$ cat src/rtl/uart_pkg.sv
// Shared UART scheduler definitions.
// State encodings, frame constants and arbitration helper.
package uart_pkg;

  typedef enum logic [1:0] {
    IDLE      = 2'd0,
    ISSUE     = 2'd1,
    WAIT_BUSY = 2'd2,
    WAIT_DONE = 2'd3
  } state_t;

  localparam int BIT_WIDTH_DEF = 8;
  localparam int FRAME_OVH     = 2;

  // Distance of slot i from the slot just after last, modulo n.
  function automatic int rr_dist(input int i, input int last, input int n);
    return (i + n - 1 - last) % n;
  endfunction

endpackage

$ cat src/rtl/rr_arbiter_r0.sv
// Combinational round-robin picker.
// Searches upward from last+1, wrapping modulo N.
module rr_arbiter_r0
  import uart_pkg::*;
#(
  parameter int N    = 4,
  parameter int ID_W = 2
) (
  input  logic [N-1:0]    eligible,
  input  logic [ID_W-1:0] last,
  output logic [N-1:0]    grant,
  output logic [ID_W-1:0] idx
);

  int best;

  // Nearest eligible slot after last wins; distances are distinct.
  always_comb begin
    grant = '0;
    idx   = '0;
    best  = N;
    for (int i = 0; i < N; i++) begin
      if (eligible[i] && rr_dist(i, int'(last), N) < best)
        best = rr_dist(i, int'(last), N);
    end
    for (int i = 0; i < N; i++) begin
      if (eligible[i] && rr_dist(i, int'(last), N) == best) begin
        grant[i] = 1'b1;
        idx      = ID_W'(i);
      end
    end
  end

endmodule

$ cat src/rtl/uart_tx_arb_r0.sv
// Round-robin scheduler sharing one UART transmitter.
// Grants a requester, strobes tx, tracks busy with a timeout.
module uart_tx_arb_r0
  import uart_pkg::*;
#(
  parameter int NUM_REQ      = 4,
  parameter int BIT_WIDTH    = BIT_WIDTH_DEF,
  parameter int BUSY_TIMEOUT = 4,
  parameter int ID_W         = 2
) (
  input  logic                         clk,
  input  logic                         rst_n,
  input  logic [NUM_REQ-1:0]           req_valid,
  input  logic [NUM_REQ*BIT_WIDTH-1:0] req_data,
  input  logic [NUM_REQ-1:0]           req_mask,
  output logic [NUM_REQ-1:0]           req_ready,
  output logic                         uart_tx,
  output logic [BIT_WIDTH-1:0]         uart_data,
  input  logic                         uart_busy,
  output logic [ID_W-1:0]              grant_id,
  output logic                         active,
  output logic                         err_timeout,
  input  logic                         err_clr
);

  localparam logic [3:0] TO_LAST = 4'(BUSY_TIMEOUT - 1);

  state_t             state;
  logic [NUM_REQ-1:0] elig;
  logic [NUM_REQ-1:0] grant;
  logic [ID_W-1:0]    win;
  logic [3:0]         tcnt;

  assign elig = req_valid & req_mask;

  rr_arbiter_r0 #(
    .N    (NUM_REQ),
    .ID_W (ID_W)
  ) u_arb (
    .eligible (elig),
    .last     (grant_id),
    .grant    (grant),
    .idx      (win)
  );

  // Accept pulse only in IDLE and never while reset is held.
  assign req_ready = (state == IDLE && rst_n) ? grant : '0;
  assign active    = (state != IDLE);

  // Scheduler FSM with data latch, timeout counter and sticky error.
  always_ff @(posedge clk or negedge rst_n) begin
    if (!rst_n) begin
      state       <= IDLE;
      uart_tx     <= 1'b0;
      uart_data   <= '0;
      grant_id    <= ID_W'(NUM_REQ - 1);
      err_timeout <= 1'b0;
      tcnt        <= '0;
    end else begin
      uart_tx <= 1'b0;
      if (err_clr)
        err_timeout <= 1'b0;
      unique case (state)
        IDLE: begin
          if (|elig) begin
            uart_data <= req_data[int'(win)*BIT_WIDTH +: BIT_WIDTH];
            grant_id  <= win;
            uart_tx   <= 1'b1;
            state     <= ISSUE;
          end
        end
        ISSUE: begin
          tcnt  <= '0;
          state <= WAIT_BUSY;
        end
        WAIT_BUSY: begin
          if (uart_busy) begin
            state <= WAIT_DONE;
          end else begin
            tcnt <= tcnt + 4'd1;
            if (tcnt == TO_LAST) begin
              err_timeout <= 1'b1;
              state       <= IDLE;
            end
          end
        end
        WAIT_DONE: begin
          if (!uart_busy)
            state <= IDLE;
        end
        default: state <= IDLE;
      endcase
    end
  end

endmodule

$ cat config.mk
export PLATFORM = sky130hd
export DESIGN_NAME = uart_tx_arb_r0
export DESIGN_NICKNAME = d
export VERILOG_FILES = /design/src/rtl/uart_pkg.sv /design/src/rtl/rr_arbiter_r0.sv /design/src/rtl/uart_tx_arb_r0.sv
export SDC_FILE = /design/constraint.sdc
export NUM_CORES = 1
export LEC_CHECK = 0
export ABC_AREA = 1
export CAP_MARGIN = 5
export CORE_ASPECT_RATIO = 0.75
export CORE_UTILIZATION = 65
export CTS_CLUSTER_DIAMETER = 200
export DETAILED_ROUTE_END_ITERATION = 12
export DONT_BUFFER_PORTS = 1
export GPL_ROUTABILITY_DRIVEN = 0
export HOLD_SLACK_MARGIN = 0.06
export PLACE_DENSITY_LB_ADDON = 0.12
export SKIP_CTS_REPAIR_TIMING = 1
export SYNTH_ARGS = -nofsm -noshare
export SYNTH_HDL_FRONTEND = slang
export SYNTH_HIERARCHICAL = 1
export SYNTH_SLANG_ARGS = --single-unit
$ cat constraint.sdc
create_clock -name clk -period 9.95 [get_ports clk]
set_input_delay 0.4975 -clock clk [delete_from_list [all_inputs] [get_ports clk]]
set_output_delay 0.4975 -clock clk [all_outputs]
set_load 0.005 [all_outputs]
* After elaboration in Yosys (flattened, before gate mapping)
Index checks and enable logic that the tools add are counted.
** Storage, ports and cells
- Word-level logic and storage cells :: 78
- Bits of input ports :: 44
- Output and inout port bits :: 17
- Register bits after elaboration :: 18
** Cells by class
- Order comparisons :: 4
- Multiplexer cells :: 25
- Equal/unequal tests :: 12
- Bitwise operators :: 5
- Shift-type cells :: 1
- Reductions and logical operators :: 20
- Add/subtract/negate cells :: 5
** Operator list (number)
- equality test 3 x 32 -> 1 bit :: 4
- two-way mux 32 bit :: 4
- < comparator 3 x 32 -> 1 bit :: 3
- variable part select 32 x 6 -> 8 bit :: 1
- two-way mux 2 bit :: 6
- subtractor 3 x 2 -> 4 bit, first input constant :: 3
- two-way mux 1 bit :: 11
- logical AND 1 bit :: 9
- two-way mux 4 bit :: 2
- one-hot mux 2 bit (4 select lines) :: 1
- one-hot mux 4 bit (2 select lines) :: 1
- OR reduction 2 bit :: 4
- adder 4 x 1 -> 4 bit, second input constant :: 1
- bitwise AND 1 bit :: 4
- bitwise AND 4 bit :: 1
- equality test 2 bit, second input constant :: 2
- equality test 4 x 2 -> 1 bit, second input constant :: 1
- < comparator 3 x 4 -> 1 bit, second input constant :: 1
- != test 2 bit, second input constant :: 2
- AND reduction 2 bit :: 2
- nonzero test 2 bit :: 2
- OR reduction 4 bit :: 1
- != test 3 bit, second input constant :: 1
- AND reduction 3 bit :: 1
- other kinds (4) :: 4

* Longest topological paths before layout
- Depth after elaboration :: 21
- Depth in mapped cells :: 32
- Depth with buffers taken out :: 30

* Modules after synthesis
The synthesis kept the hierarchy.
** By module, submodules not included
- uart_tx_arb_r0 :: seq. area each 452.9 um^2, area each 1131.1 um^2, times used 1, cells each 157
- rr_arbiter_r0 :: seq. area each 0.0 um^2, area each 297.8 um^2, times used 1, cells each 56

* Least setup slack after synthesis
Ideal clock, no wire load.
- Path kind :: reg-to-reg
- Start :: register grant_id[1]
- End :: register uart_data[0]
- Setup slack :: 6162 ps
- Clock period less this slack :: 3788 ps
- Setup time :: 117 ps
- Data arrival time :: 3671 ps
- Stages on the path, launching flop included :: 31
- Path through :: dfstp_2 > xor2_1 > ha_1 > nand3_1 > nand3_2 > nand2_1 > o21ai_2 > ha_1 > inv_1 > nor2_1 > nand2_1 > nand3_2 > nand2_1 > o21ai_2 > ha_1 > a21boi_0 > nand2_2 > nand3_2 > nand2_1 > inv_1 > nor2_1 > nand2_1 > nand2_1 > buf_6 > buf_6 > nor2_1 > nor2_1 > o21ai_1 > o21ai_1 > nand2_1 > nand2_1
** On the way
- Longest elaborated chain between the ends :: 21
- Elaborated cells on any way between the ends :: 34
- Those cells by class :: 4 x add/sub; 4 x order compare; 3 x eq/ne; 1 x shift; 7 x mux; 4 x bitwise; 11 x reduce/logical
** Ends and longest elaborated chain
- from (decl) :: line uart_tx_arb_r0.sv:20 : output logic [ID_W-1:0] grant_id,
- from (signal assigned) :: line uart_tx_arb_r0.sv:56 : grant_id <= ID_W'(NUM_REQ - 1);
- from (signal assigned) :: line uart_tx_arb_r0.sv:67 : grant_id <= win;
- subtractor 2 x 2 -> 3 bit :: line uart_pkg.sv:17 : return (i + n - 1 - last) % n;
- OR reduction 2 bit (no source line)
- bitwise AND 1 bit (no source line)
- < comparator 3 x 4 -> 1 bit :: line rr_arbiter_r0.sv:23 : if (eligible[i] && rr_dist(i, int'(last), N) < best)
- logical AND 1 bit :: line rr_arbiter_r0.sv:23
- two-way mux 32 bit :: line rr_arbiter_r0.sv:23
- < comparator 3 x 32 -> 1 bit :: line rr_arbiter_r0.sv:23
- logical AND 1 bit :: line rr_arbiter_r0.sv:23
- [... 6 more ...]
- two-way mux 32 bit :: line rr_arbiter_r0.sv:23
- equality test 3 x 32 -> 1 bit :: line rr_arbiter_r0.sv:27 : if (eligible[i] && rr_dist(i, int'(last), N) == best) begin
- logical AND 1 bit :: line rr_arbiter_r0.sv:27
- two-way mux 1 bit :: line rr_arbiter_r0.sv:27
- two-way mux 2 bit :: line rr_arbiter_r0.sv:27
- two-way mux 2 bit * :: line rr_arbiter_r0.sv:27
- named net win[0] :: line uart_tx_arb_r0.sv:31 : logic [ID_W-1:0] win;
- variable part select 32 x 6 -> 8 bit * :: line uart_tx_arb_r0.sv:66 : uart_data <= req_data[int'(win)*BIT_WIDTH +: BIT_WIDTH];
- to (signal assigned) :: line uart_tx_arb_r0.sv:66
- to (decl) :: line uart_tx_arb_r0.sv:18 : output logic [BIT_WIDTH-1:0] uart_data,
The timed path passes the listed nets; every way through them passes the cells marked *.
A chain may end at the register's enable or synchronous reset.

* Worst setup path in the final report
- Start :: register grant_id[1]
- End :: register uart_data[2]
Same word-level chain as after synthesis.

==> impl_metrics.py <==
metrics = {
    "outcome": {
        "status": "finished clean",
    },
    "grt": {
        "grt_overflow": 0,
        "grt_use_met1_pct": 34.5,
        "antenna_found_initial": 0,
        "grt_max_degree": 20,
        "track_usage_pct": 28.5,
        "busiest_layer": "met2",
        "grt_pass1_vias": 1319,
        "grt_pass1_wl_um": 5350,
        "use_met2_pct": 50.5,
        "use_met3_pct": 7.72,
    },
    "die": {
        "start_util_pct": 70.3,
        "die_h_um": 42.6,
        "dieArea_um2": 2390,
        "core_area_um2": 2030,
        "die_w_um": 56.1,
        "boundaryPins": 61,
        "placementRows": 14,
    },
    "logic_synthesis": {
        "synth_top_area_share_pct": 28.0,
        "synth_area_um2": 1430,
        "synth_cells": 213,
        "synth_nets": 261,
        "synth_area_leaders": "dfrtp_1, nand2_1, nor2_1",
        "yosysWarnings": 6,
        "syn-mean-instance-area_um2": 6.71,
        "synth.distinct_cells": 25,
        "synth_seq_area_share_pct": 31.7,
        "ys.flop_type": "dfrtp_1",
        "synth_enable_flop_cells": 0,
        "ys_async_sr_fraction_pct": 100,
        "synth-seq-cells": 18,
        "yosysTopAreaCell": "dfrtp_1",
    },
    "power_and_ir_drop": {
        "intPower_uw": 210,
        "ir_worst_vdd_mv": 0.197,
        "leakagePower_nw": 0.742,
        "pwr_density_cell_nw_per_um2": 285,
        "power.total_uw": 415,
        "p_sw_uw": 205,
        "seq_power_share_pct": 34.2,
        "switching_share_pct": 49.4,
        "clkPwrFrac_pct": 10.8,
        "power_frac_comb_pct": 55.0,
    },
    "cells_and_area": {
        "syn2layout_area_growth_pct": 1.84,
        "nets": 262,
        "drive_gt1_share_pct": 16.4,
        "final_common_cell": "nand2_1",
        "utilization_pct": 71.6,
        "final_cell_mix": "nand2_1, nor2_1, inv_1",
        "diodes": 0,
        "design_area_um2": 1460,
    },
    "critical_path": {
        "setup.worst_path.class": "register to register",
        "endpoint_kind": "register",
        "required_ns": 10.14,
        "arrival_ns": 4.77,
        "worst_setup_path_start_kind": "register",
        "cp_max_fo": 17,
    },
    "sta": {
        "maxSlewHeadroom_pct": 47.7,
        "post-route-period-util_pct": 46.0,
        "finClkSkew_ns": 0.00424,
        "maxSlewViolCount": 0,
        "tightest_slew_ns": 0.783,
        "setup_viol": 0,
        "rsz0062_at_grt": "false",
        "finalCriticalPeriod_ns": 4.58,
        "hold_viol": 0,
        "setup_tns_ns": 0,
        "max_freq_mhz": 218,
    },
    "clock_tree": {
        "clock_path_buffers": 2,
        "clkTransAtPathRegs_ns": 0.11,
        "cts_buffers": 3,
        "cts_max_level": 1,
        "clk_latency_ns": 0.29,
        "clkSinkCount": 18,
        "cts_root_buf": "clkbuf_4",
        "cts_tree": "done",
    },
    "routing": {
        "drc": 0,
        "drt_wl_total_um": 3060,
        "final_antenna_net_count": 0,
        "avgViaCountPerCell": 5.74,
        "dr.pass1.iters": 4,
        "vias": 1360,
        "dr.first_iter.drc_count": 42,
        "wl_per_cell_um": 12.9,
    },
    "min_path": {
        "hp-class": "primary input to register",
    },
    "place": {
        "place_area_um2": 1410,
        "io_buffer_count": 0,
        "dpl.hpwl_um": 2470,
    },
    "flow_run": {
        "maxCapViolations": 0,
    },
}
-- path summary, 6_finish.rpt --
path / start / endpoint / slack (ns) / cells after the start
worst max register to register: grant_id[1]$_DFFE_PN1P_ / uart_data[2]$_DFFE_PN0P_ / 5.37 / 26
worst min-delay path: err_clr / err_timeout$_DFF_PN0_ / 0.29 / 1
max in group asynchronous: rst_n / tcnt[0]$_DFFE_PN0P_ / 8.74 / 1
worst min register to register: tcnt[3]$_DFFE_PN0P_ / tcnt[3]$_DFFE_PN0P_ / 0.49 / 1
min in group asynchronous: rst_n / uart_data[4]$_DFFE_PN0P_ / 0.72 / 1
worst max-delay path: grant_id[1]$_DFFE_PN1P_ / uart_data[2]$_DFFE_PN0P_ / 5.37 / 26
-- cell type report --
type | instances | area (um^2)
Sequential cell | 18 | 453
Timing Repair Buffer | 1 | 10.0
Clock buffer | 4 | 36.3
Fill cell | 166 | 577
Tap cell | 24 | 30.0
Inverter | 28 | 108
Multi-Input combinational cell | 162 | 818
-- power groups by stage --
stage	Combinational, mW	Sequential [mW]	Clock [mW]
final	0.228	0.142	0.0448
after global routing	0.261	0.147	0.0484
after CTS	0.226	0.143	0.0456
after detailed placement	0.225	0.144	0
after global placement	0.214	0.142	0
after floorplan	0.204	0.136	0
-- flip-flops by register name, summed over array words and instances, names as in the netlist --
signal	count
uart_data	8
state	2
uart_tx	1
tcnt	4
grant_id	2
err_timeout	1
-- critical path, stage by stage (launching register included) --
cell and delay, ns:
dfstp_2 0.63, xor2_1 0.35, ha_1 0.30, nand3_1 0.11, nand3_2 0.12, nand2_1 0.10, o21ai_2 0.06, ha_1 0.28
inv_1 0.05, nor2_1 0.04, nand2_1 0.07, nand3_2 0.10, nand2_1 0.10, o21ai_2 0.08, ha_1 0.28, a21boi_0 0.23
nand2_2 0.10, nand3_2 0.13, nand2_1 0.09, o21ai_1 0.12, nand2_1 0.08, nand2_1 0.46, inv_4 0.17, o21ai_0 0.20
o21ai_1 0.10, nand2_1 0.07, nand2_1 0.06
-- synth_stat cells (2+ instances only) --
cell type	instances
nand2_1	46
nor2_1	35
inv_1	24
o21ai_1	20
dfrtp_1	16
nand2_2	12
nand3_1	10
o21ai_0	9
a21oi_1	5
o21ai_2	5
buf_6	4
ha_1	4
nand3_2	4
inv_2	3
nand4_1	3
nor2_2	3
dfstp_2	2
-- metrics by stage --
step / setup WS, ns / hold WS [ns] / cells
global placement: 5.71 / 0.202 / 232
detailed placement: 5.43 / 0.202 / 232
global route: 4.95 / 0.283 / 237
CTS: 5.41 / -0.119 / 236
floorplan: 6.16 / 0.202 / 213
finish: 5.37 / 0.294 / 237
-- per-layer routing --
metal | up-vias | wire length [um]
li1 | 682 | -
met1 | 607 | 1280
met2 | 69 | 1540
met3 | 2 | 224
met4 | 0 | 14
met5 | - | 0
-- cell families (layout without fill, tap and decap cells) --
logic type      count (synthesis)  count (layout)  synth area share [%]
compound gates                 42              42                  16.5
xor+xnor                        2               2                  1.23
fa+ha+maj                       4               4                  3.50
buf+inv                        33              33                  11.0
flops                          18              18                  31.7
simple gates                  114             114                  36.1
Power figures use the tool's default switching activity.
